**src/rtl/ofs_plat_hssi_tx_pause_gate.sv**
```systemverilog
// rtl/ofs_plat_hssi_tx_pause_gate.sv - packet-boundary TX pause gate with quanta timer, XOFF and statistics
module ofs_plat_hssi_tx_pause_gate #(
    parameter int DATA_WIDTH    = 64,
    parameter int QUANTA_CYCLES = 8
) (
    input  logic                    clk,
    input  logic                    reset,

    input  logic                    afu_tvalid,
    output logic                    afu_tready,
    input  logic [DATA_WIDTH-1:0]   afu_tdata,
    input  logic [DATA_WIDTH/8-1:0] afu_tkeep,
    input  logic                    afu_tlast,

    output logic                    hssi_tvalid,
    input  logic                    hssi_tready,
    output logic [DATA_WIDTH-1:0]   hssi_tdata,
    output logic [DATA_WIDTH/8-1:0] hssi_tkeep,
    output logic                    hssi_tlast,

    input  logic                    pause_valid,
    input  logic [15:0]             pause_quanta,
    input  logic                    xoff,

    output logic                    paused,
    output logic [15:0]             pause_req_count,
    output logic [31:0]             blocked_cycles
);

    // Wide enough to hold 0xFFFF quanta times QUANTA_CYCLES without overflow.
    localparam int TW = 16 + $clog2(QUANTA_CYCLES);

    logic          in_pkt;
    logic [TW-1:0] timer;
    logic [15:0]   pause_req_count_r;
    logic [31:0]   blocked_cycles_r;

    logic pause_active;
    logic allow;
    logic accept;

    // allow depends only on registered state and xoff, so the stream path stays glitch-free
    // with respect to the AFU inputs; an open packet is never cut.
    assign pause_active = (timer != '0) | xoff;
    assign allow        = in_pkt | ~pause_active;

    assign hssi_tvalid = afu_tvalid & allow & ~reset;
    assign afu_tready  = hssi_tready & allow & ~reset;
    assign hssi_tdata  = afu_tdata;
    assign hssi_tkeep  = afu_tkeep;
    assign hssi_tlast  = afu_tlast;

    assign accept = hssi_tvalid & hssi_tready;

    assign paused          = pause_active & ~in_pkt & ~reset;
    assign pause_req_count = pause_req_count_r;
    assign blocked_cycles  = blocked_cycles_r;

    // Track whether a packet has started but not yet delivered its last beat.
    always_ff @(posedge clk) begin
        if (reset) begin
            in_pkt <= 1'b0;
        end else if (accept) begin
            in_pkt <= ~afu_tlast;
        end
    end

    // Pause timer: a new request overwrites; otherwise count down only between packets.
    always_ff @(posedge clk) begin
        if (reset) begin
            timer <= '0;
        end else if (pause_valid) begin
            timer <= TW'(pause_quanta) * TW'(QUANTA_CYCLES);
        end else if ((timer != '0) && !in_pkt) begin
            timer <= timer - TW'(1);
        end
    end

    // Saturating count of nonzero pause requests.
    always_ff @(posedge clk) begin
        if (reset) begin
            pause_req_count_r <= '0;
        end else if (pause_valid && (pause_quanta != 16'd0) && (pause_req_count_r != 16'hFFFF)) begin
            pause_req_count_r <= pause_req_count_r + 16'd1;
        end
    end

    // Saturating count of cycles where the AFU offered a beat but the gate held it off.
    always_ff @(posedge clk) begin
        if (reset) begin
            blocked_cycles_r <= '0;
        end else if (afu_tvalid && !allow && (blocked_cycles_r != 32'hFFFF_FFFF)) begin
            blocked_cycles_r <= blocked_cycles_r + 32'd1;
        end
    end

endmodule

```
**config.mk**
```make
export PLATFORM = sky130hd
export DESIGN_NAME = ofs_plat_hssi_tx_pause_gate
export DESIGN_NICKNAME = d
export VERILOG_FILES = /design/src/rtl/ofs_plat_hssi_tx_pause_gate.sv
export SDC_FILE = /design/constraint.sdc
export NUM_CORES = 1
export LEC_CHECK = 0
export CAP_MARGIN = 15
export CORE_AREA = 2 2 105 107
export DETAILED_ROUTE_END_ITERATION = 12
export DIE_AREA = 0 0 107 109
export PLACE_DENSITY = 0.82
export SLEW_MARGIN = 0
export SYNTH_ARGS = -nofsm -noshare
export SYNTH_HDL_FRONTEND = slang
export SYNTH_SLANG_ARGS = --single-unit
export TNS_END_PERCENT = 5
```
**constraint.sdc**
```tcl
create_clock -name clk -period 3.1 [get_ports clk]
set_input_delay 0.62 -clock clk [delete_from_list [all_inputs] [get_ports clk]]
set_output_delay 0.62 -clock clk [all_outputs]
set_load 0.03 [all_outputs]
```
* Yosys cells after proc, flatten, opt, wreduce, memory -nomap -nowiden *
Index checks and enable logic that the tools add are counted.
Widths: inputs -> output; s select.

operators by class
  reduce and logical (&&, ||, !) cells = 11
  $add $sub $neg = 3
  bitwise operators = 13
  multiplexer cells = 2
  equal/unequal tests = 2

operators with widths
  kind                   count
  $mux 19                2
  $add 32x1->32 const B  1
  $ne 32x32->1 const B   1
  $reduce_bool 19->1     1
  $sub 19x1->19 const B  1
  $add 16x1->16 const B  1
  $ne 16x16->1 const B   1
  $reduce_bool 16->1     1
  $and 1x1->1            7
  $logic_and 1x1->1      5
  $not 1->1              4
  $logic_not 1->1        2
  $or 1x1->1             2
  $reduce_bool 2->1      1
  $reduce_or 2->1        1

storage, ports and cells
  bits of input ports = 95
  flip-flop bits (word level) = 68
  output and inout port bits = 124

* Depth between registers and ports, before layout *
  depth after elaboration = 7
  gate-level depth with buffers = 9
  mapped depth without buffers = 7

* Worst setup path before layout *
Ideal clock, no wire load.

  path type = reg-to-output
  from = reg timer[0]
  to = out afu_tready
  cell stages (with the launch flop) = 8
  slack = 0.474 ns
  arrival time = 2.006 ns
  buffers on the path = 0
  cells stage by stage = dfxtp_1 -> inv_1 -> ha_1 -> or4b_2 -> nor4_1 -> a21oi_1 -> nor2_1 -> and2_1

between the ends
  word-level cells in the longest chain between the ends = 6

ends and longest elaborated chain
  item                      RTL line  source
  start: declaration        34        logic [TW-1:0] timer;
  start signal: assignment  73        timer <= TW'(pause_quanta) * TW'(QUANTA_CYCLES);
  start signal: assignment  75        timer <= timer - TW'(1);
  $reduce_bool 19->1        44        assign pause_active = (timer != '0) | xoff;
  $or 1x1->1                44
  $not 1->1                 45        assign allow = in_pkt | ~pause_active;
  $or 1x1->1                45
  $and 1x1->1 (2 in a row)  48        assign afu_tready = hssi_tready & allow & ~reset;
  end: declaration          10        output logic afu_tready,

Every way passes these cells.

* Worst setup path after layout *
  from = reg timer[0]
  to = out hssi_tvalid

between the ends
  word-level cells in the longest chain between the ends = 6

ends and longest elaborated chain
  item                      RTL line  source
  $reduce_bool 19->1        44
  $or 1x1->1                44
  $not 1->1                 45
  $or 1x1->1                45
  $and 1x1->1 (2 in a row)  47        assign hssi_tvalid = afu_tvalid & allow & ~reset;
  end: declaration          15        output logic hssi_tvalid,

Every way passes these cells.

==> results.txt <==
----------------------------------------------------
[Layout]
  Fraction of layout cells with a size suffix above 1 ... 0.1004
  Signed area change from the synthesized netlist to the final layout ... 13.93%
  Net total in the final layout ... 622
  Most frequent cells in the layout ... sky130_fd_sc_hd__clkdlybuf4s50_1, sky130_fd_sc_hd__dfxtp_1, sky130_fd_sc_hd__nor2_1, sky130_fd_sc_hd__a21oi_1, sky130_fd_sc_hd__or4_1
  Most common cell after layout, fill and taps aside ... sky130_fd_sc_hd__clkdlybuf4s50_1
  N_diodes ... 0
  Non-filler cells, final ... 668

[Worst setup path]
  Register-to-register setup slack ... 340 ps
  Critical path endpoint category ... output port
  Worst reg2reg path startpoint ... timer[0]
  Critical-path top delay cell ... sky130_fd_sc_hd__or4b_4
  Crit Reg-Reg Endpoint ... blocked_cycles[9]
  Critical path arrival ... 2360 ps
  Kind of launch point of the worst setup path ... register
  Setup CP Type ... register to output port
  Worst EP required ... 2480 ps
  Maximum cell stage delay along the critical path ... 530 ps
  Number of buffer and inverter stages on the critical path ... 2
  Worst path cell trace ... inv_1, ha_1, or4b_4, nor4_2, a21oi_2, nor2_1, and2_1, buf_4
  Kind of cell with the highest combined delay on the critical path ... simple AND/OR/NAND/NOR gates
  Max Fanout on Critical Path ... 5
  Path depth of the worst reg2reg path ... 8

[Timing]
  Fraction of the cycle the final worst path needs ... 0.9605
  Max-slew violation count ... 0
  Number of setup violations in the final report ... 0
  Hold Fails Final Rpt ... 0
  Headroom to the max-slew limit ... 0.4335
  Slew at the pin closest to its max-slew limit ... 842.1 ps
  Post-Route Skew ... 8.036 ps
  Setup repair after global routing missed its margin ... false
  Shortest clock period the worst path allows after layout ... 2978 ps
  Accumulated negative setup slack ... 0 ps
  Top achievable clock speed ... 335.8 MHz

[Floorplan]
  Die ar. ... 11660 µm²
  Row cnt ... 38
  Overall die width ... 107 µm
  Starting density of the core ... 0.4008
  Total core area ... 10600 µm²
  I/O Pins ... 219
  Die boundary height ... 109 µm

[Placement]
  Last weighted congestion value of the routability-driven placer ... 0.8604
  Placed instance count ... 652
  Dpl hpwl ... 7773 µm
  I/O Buffers ... 74

[Synthesis]
  Flip-flop and latch count after synthesis ... 68
  Post-Synth Adder-Cell Area ... 0.01178
  Combinational family with the most area after synthesis ... simple AND/OR/NAND/NOR gates
  Number of unique standard cell types used by synthesis ... 44
  Mapped Nets ... 621
  Compound-Gate Fraction of Synth Area ... 0.1676
  Synthesized cell area ... 4249 µm²
  Synthesized-area fraction occupied by and/or/nand/nor cells ... 0.2662
  Count of mapped cells out of synthesis ... 522
  Multiplexer fraction of the synthesized cell area ... 0.01531
  Xor/xnor cell area share of the yosys netlist ... 0.05359
  YS warnings ... 0
  Syn Area/Cell ... 8.140 µm²
  Part of the Yosys area used for sequential elements ... 0.3204

[Clock tree]
  Count of instances resized after the clock tree is built ... 4
  Clk slew on worst S/H paths ... 70 ps
  Clock Sink Count ... 68
  Maximum level of the CTS H-tree ... 3
  CTS hold repair buffers ... 0
  Source-to-sink clock delay at the later pin of the worst-skew pair ... 340 ps
  Number of clock buffers inserted by TritonCTS ... 9
  CTS tree ... done
  Clock Tree Root ... sky130_fd_sc_hd__clkbuf_8
  Clock Path Buffers ... 2
  Number of post-CTS setup repair buffers ... 0

[Pwr]
  Worst IR Drop VDD ... 159.8 µV
  Pwr/cell area ... 389.0 nW/µm²
  Standby leakage power ... 1.479 nW

[Global route]
  Congestion Overflow GR ... 0
  GRT Util Overall ... 0.1830
  Number of global-route vias before repair ... 3758
  Global-route wire length before repair ... 17330 µm
  Antenna violations before repair ... 0
  Largest net degree at the start of global routing ... 71

[Run status]
  Status ... completed

[Routing]
  Post-DR wirelength/cell ... 16.22 µm
  DR pass1 iterations ... 5
  Sum of routed wire length over all layers ... 10830 µm
  Remaining antenna violation count after routing ... 0
  Detailed-route DRC error count ... 0
  Via-to-Cell Ratio ... 5.862
  Number of violations reported at the end of detailed-routing iteration 0 ... 318
  Via count ... 3916

[Worst hold path]
  Hold path depth ... 2
  End point of the most critical hold path ... blocked_cycles[3]
  Min-Delay Startpoint ... blocked_cycles[3]
  Type of the most critical hold path ... register to register

[Job]
  Max cap viols ... 0

----------------------------------------------------
[cell type report]
type,count,area [µm²]
Fill cell,1045,5762
Multi-Input combinational cell,342,2220
Sequential cell,68,1361
Timing Repair Buffer,90,858.3
Clock buffer,15,176.4
Tap cell,140,175.2
Inverter,12,45.04
Clock inverter,1,5.005
[logic make-up (layout without fill, tap and decap cells)]
family	count (synthesis)	in the layout
and+or+nand+nor	203	203
adders and majority gates	4	4
DFF	68	68
muxes	6	6
buffers and inverters	112	118
xor gates and xnor gates	26	26
AOI/OAI and AO/OA	103	103
[per-layer routing]
| layer | wire length, µm | vias up | GRT usage |
|---|---|---|---|
| met1 | 4330 | 1827 | 0.2126 |
| met2 | 5388 | 175 | 0.3121 |
| met3 | 855 | 35 | 0.04603 |
| li1 | - | 1879 | - |
| met4 | 258 | 0 | 0.09555 |
| met5 | 0 | - | 0 |
[power breakdown]
group	total, mW	internal, mW	switching (mW)	leakage [nW]
clock network	0.688	0.357	0.331	0.0937
logic	0.267	0.117	0.149	0.832
registers	0.929	0.900	0.0290	0.553
total	1.88	1.37	0.509	1.48
[cell usage after synthesis]
library cell | count | area share
sky130_fd_sc_hd__or2_2 | 7 | 0.010
sky130_fd_sc_hd__nor2_1 | 46 | 0.041
sky130_fd_sc_hd__mux2_2 | 4 | 0.011
sky130_fd_sc_hd__or4_4 | 1 | 0.0026
sky130_fd_sc_hd__or4_1 | 27 | 0.048
sky130_fd_sc_hd__and2_1 | 3 | 0.0044
sky130_fd_sc_hd__nor4_1 | 18 | 0.027
sky130_fd_sc_hd__nand2_1 | 18 | 0.016
sky130_fd_sc_hd__o211a_1 | 2 | 0.0047
sky130_fd_sc_hd__buf_4 | 74 | 0.13
sky130_fd_sc_hd__a311oi_1 | 6 | 0.012
sky130_fd_sc_hd__a41oi_1 | 2 | 0.0041
sky130_fd_sc_hd__mux2i_1 | 2 | 0.0047
sky130_fd_sc_hd__nor4_2 | 1 | 0.0029
sky130_fd_sc_hd__o211ai_1 | 1 | 0.0018
sky130_fd_sc_hd__buf_2 | 3 | 0.0035
sky130_fd_sc_hd__nor2b_1 | 4 | 0.0059
sky130_fd_sc_hd__nand3_1 | 22 | 0.026
sky130_fd_sc_hd__o2111ai_1 | 1 | 0.0021
sky130_fd_sc_hd__xnor2_1 | 26 | 0.054
sky130_fd_sc_hd__o31a_1 | 1 | 0.0021
sky130_fd_sc_hd__and4_1 | 7 | 0.014
sky130_fd_sc_hd__o21ai_0 | 10 | 0.012
sky130_fd_sc_hd__and3_1 | 3 | 0.0044
sky130_fd_sc_hd__and2_0 | 1 | 0.0015
sky130_fd_sc_hd__nand4_1 | 15 | 0.022
sky130_fd_sc_hd__nor3_1 | 15 | 0.018
sky130_fd_sc_hd__a31oi_1 | 1 | 0.0015
sky130_fd_sc_hd__o21ai_2 | 1 | 0.0021
sky130_fd_sc_hd__o21a_1 | 1 | 0.0018
sky130_fd_sc_hd__or3_1 | 13 | 0.019
sky130_fd_sc_hd__clkbuf_1 | 23 | 0.020
sky130_fd_sc_hd__a31o_2 | 1 | 0.0021
sky130_fd_sc_hd__o41ai_1 | 3 | 0.0062
sky130_fd_sc_hd__a41o_1 | 1 | 0.0024
sky130_fd_sc_hd__a21oi_1 | 29 | 0.034
sky130_fd_sc_hd__a211oi_1 | 17 | 0.030
sky130_fd_sc_hd__or4b_2 | 1 | 0.0024
sky130_fd_sc_hd__a2111oi_0 | 9 | 0.019
sky130_fd_sc_hd__o31ai_1 | 17 | 0.030
sky130_fd_sc_hd__dfxtp_1 | 68 | 0.32
sky130_fd_sc_hd__nor3b_1 | 1 | 0.0018
sky130_fd_sc_hd__inv_1 | 12 | 0.011
sky130_fd_sc_hd__ha_1 | 4 | 0.012
[stage by stage]
step / utilization / hold slack, ps / total power [mW] / setup slack (ps) / cell area, µm²
floorplan: - / 475.7 / 1.280 / 474.5 / 4249
global placement: 0.4372 / 486.5 / 1.192 / 136.1 / 4636
detailed placement: 0.4372 / 504.9 / 1.204 / 119.4 / 4636
CTS: 0.4557 / 515.7 / 1.897 / 34.04 / 4832
global route: 0.4566 / 537.2 / 1.972 / 12.22 / 4841
finish: 0.4566 / 518.1 / 1.883 / 122.4 / 4841
[worst max-delay path by stage]
stage	from	to	slack [ps]	depth (start not counted)
global route	timer[1]	hssi_tvalid	10	8
detailed placement	timer[11]	paused	120	5
CTS	timer[11]	paused	30	5
global placement	timer[11]	paused	140	5
floorplan	timer[0]	afu_tready	470	7
finish	timer[0]	hssi_tvalid	120	8
[tightest hold or removal path, delay by kind of cell (launching register included)]
| family | cells | cell delay (ps) |
|---|---|---|
| DFF | 1 | 350 |
| AOI/OAI and AO/OA | 2 | 120 |
[state kept, by name, summed over array words and instances (netlist names)]
register         count
blocked_cycles      32
timer               19
pause_req_count     16
in_pkt               1
Note: power is estimated with default switching activity, not from simulation.
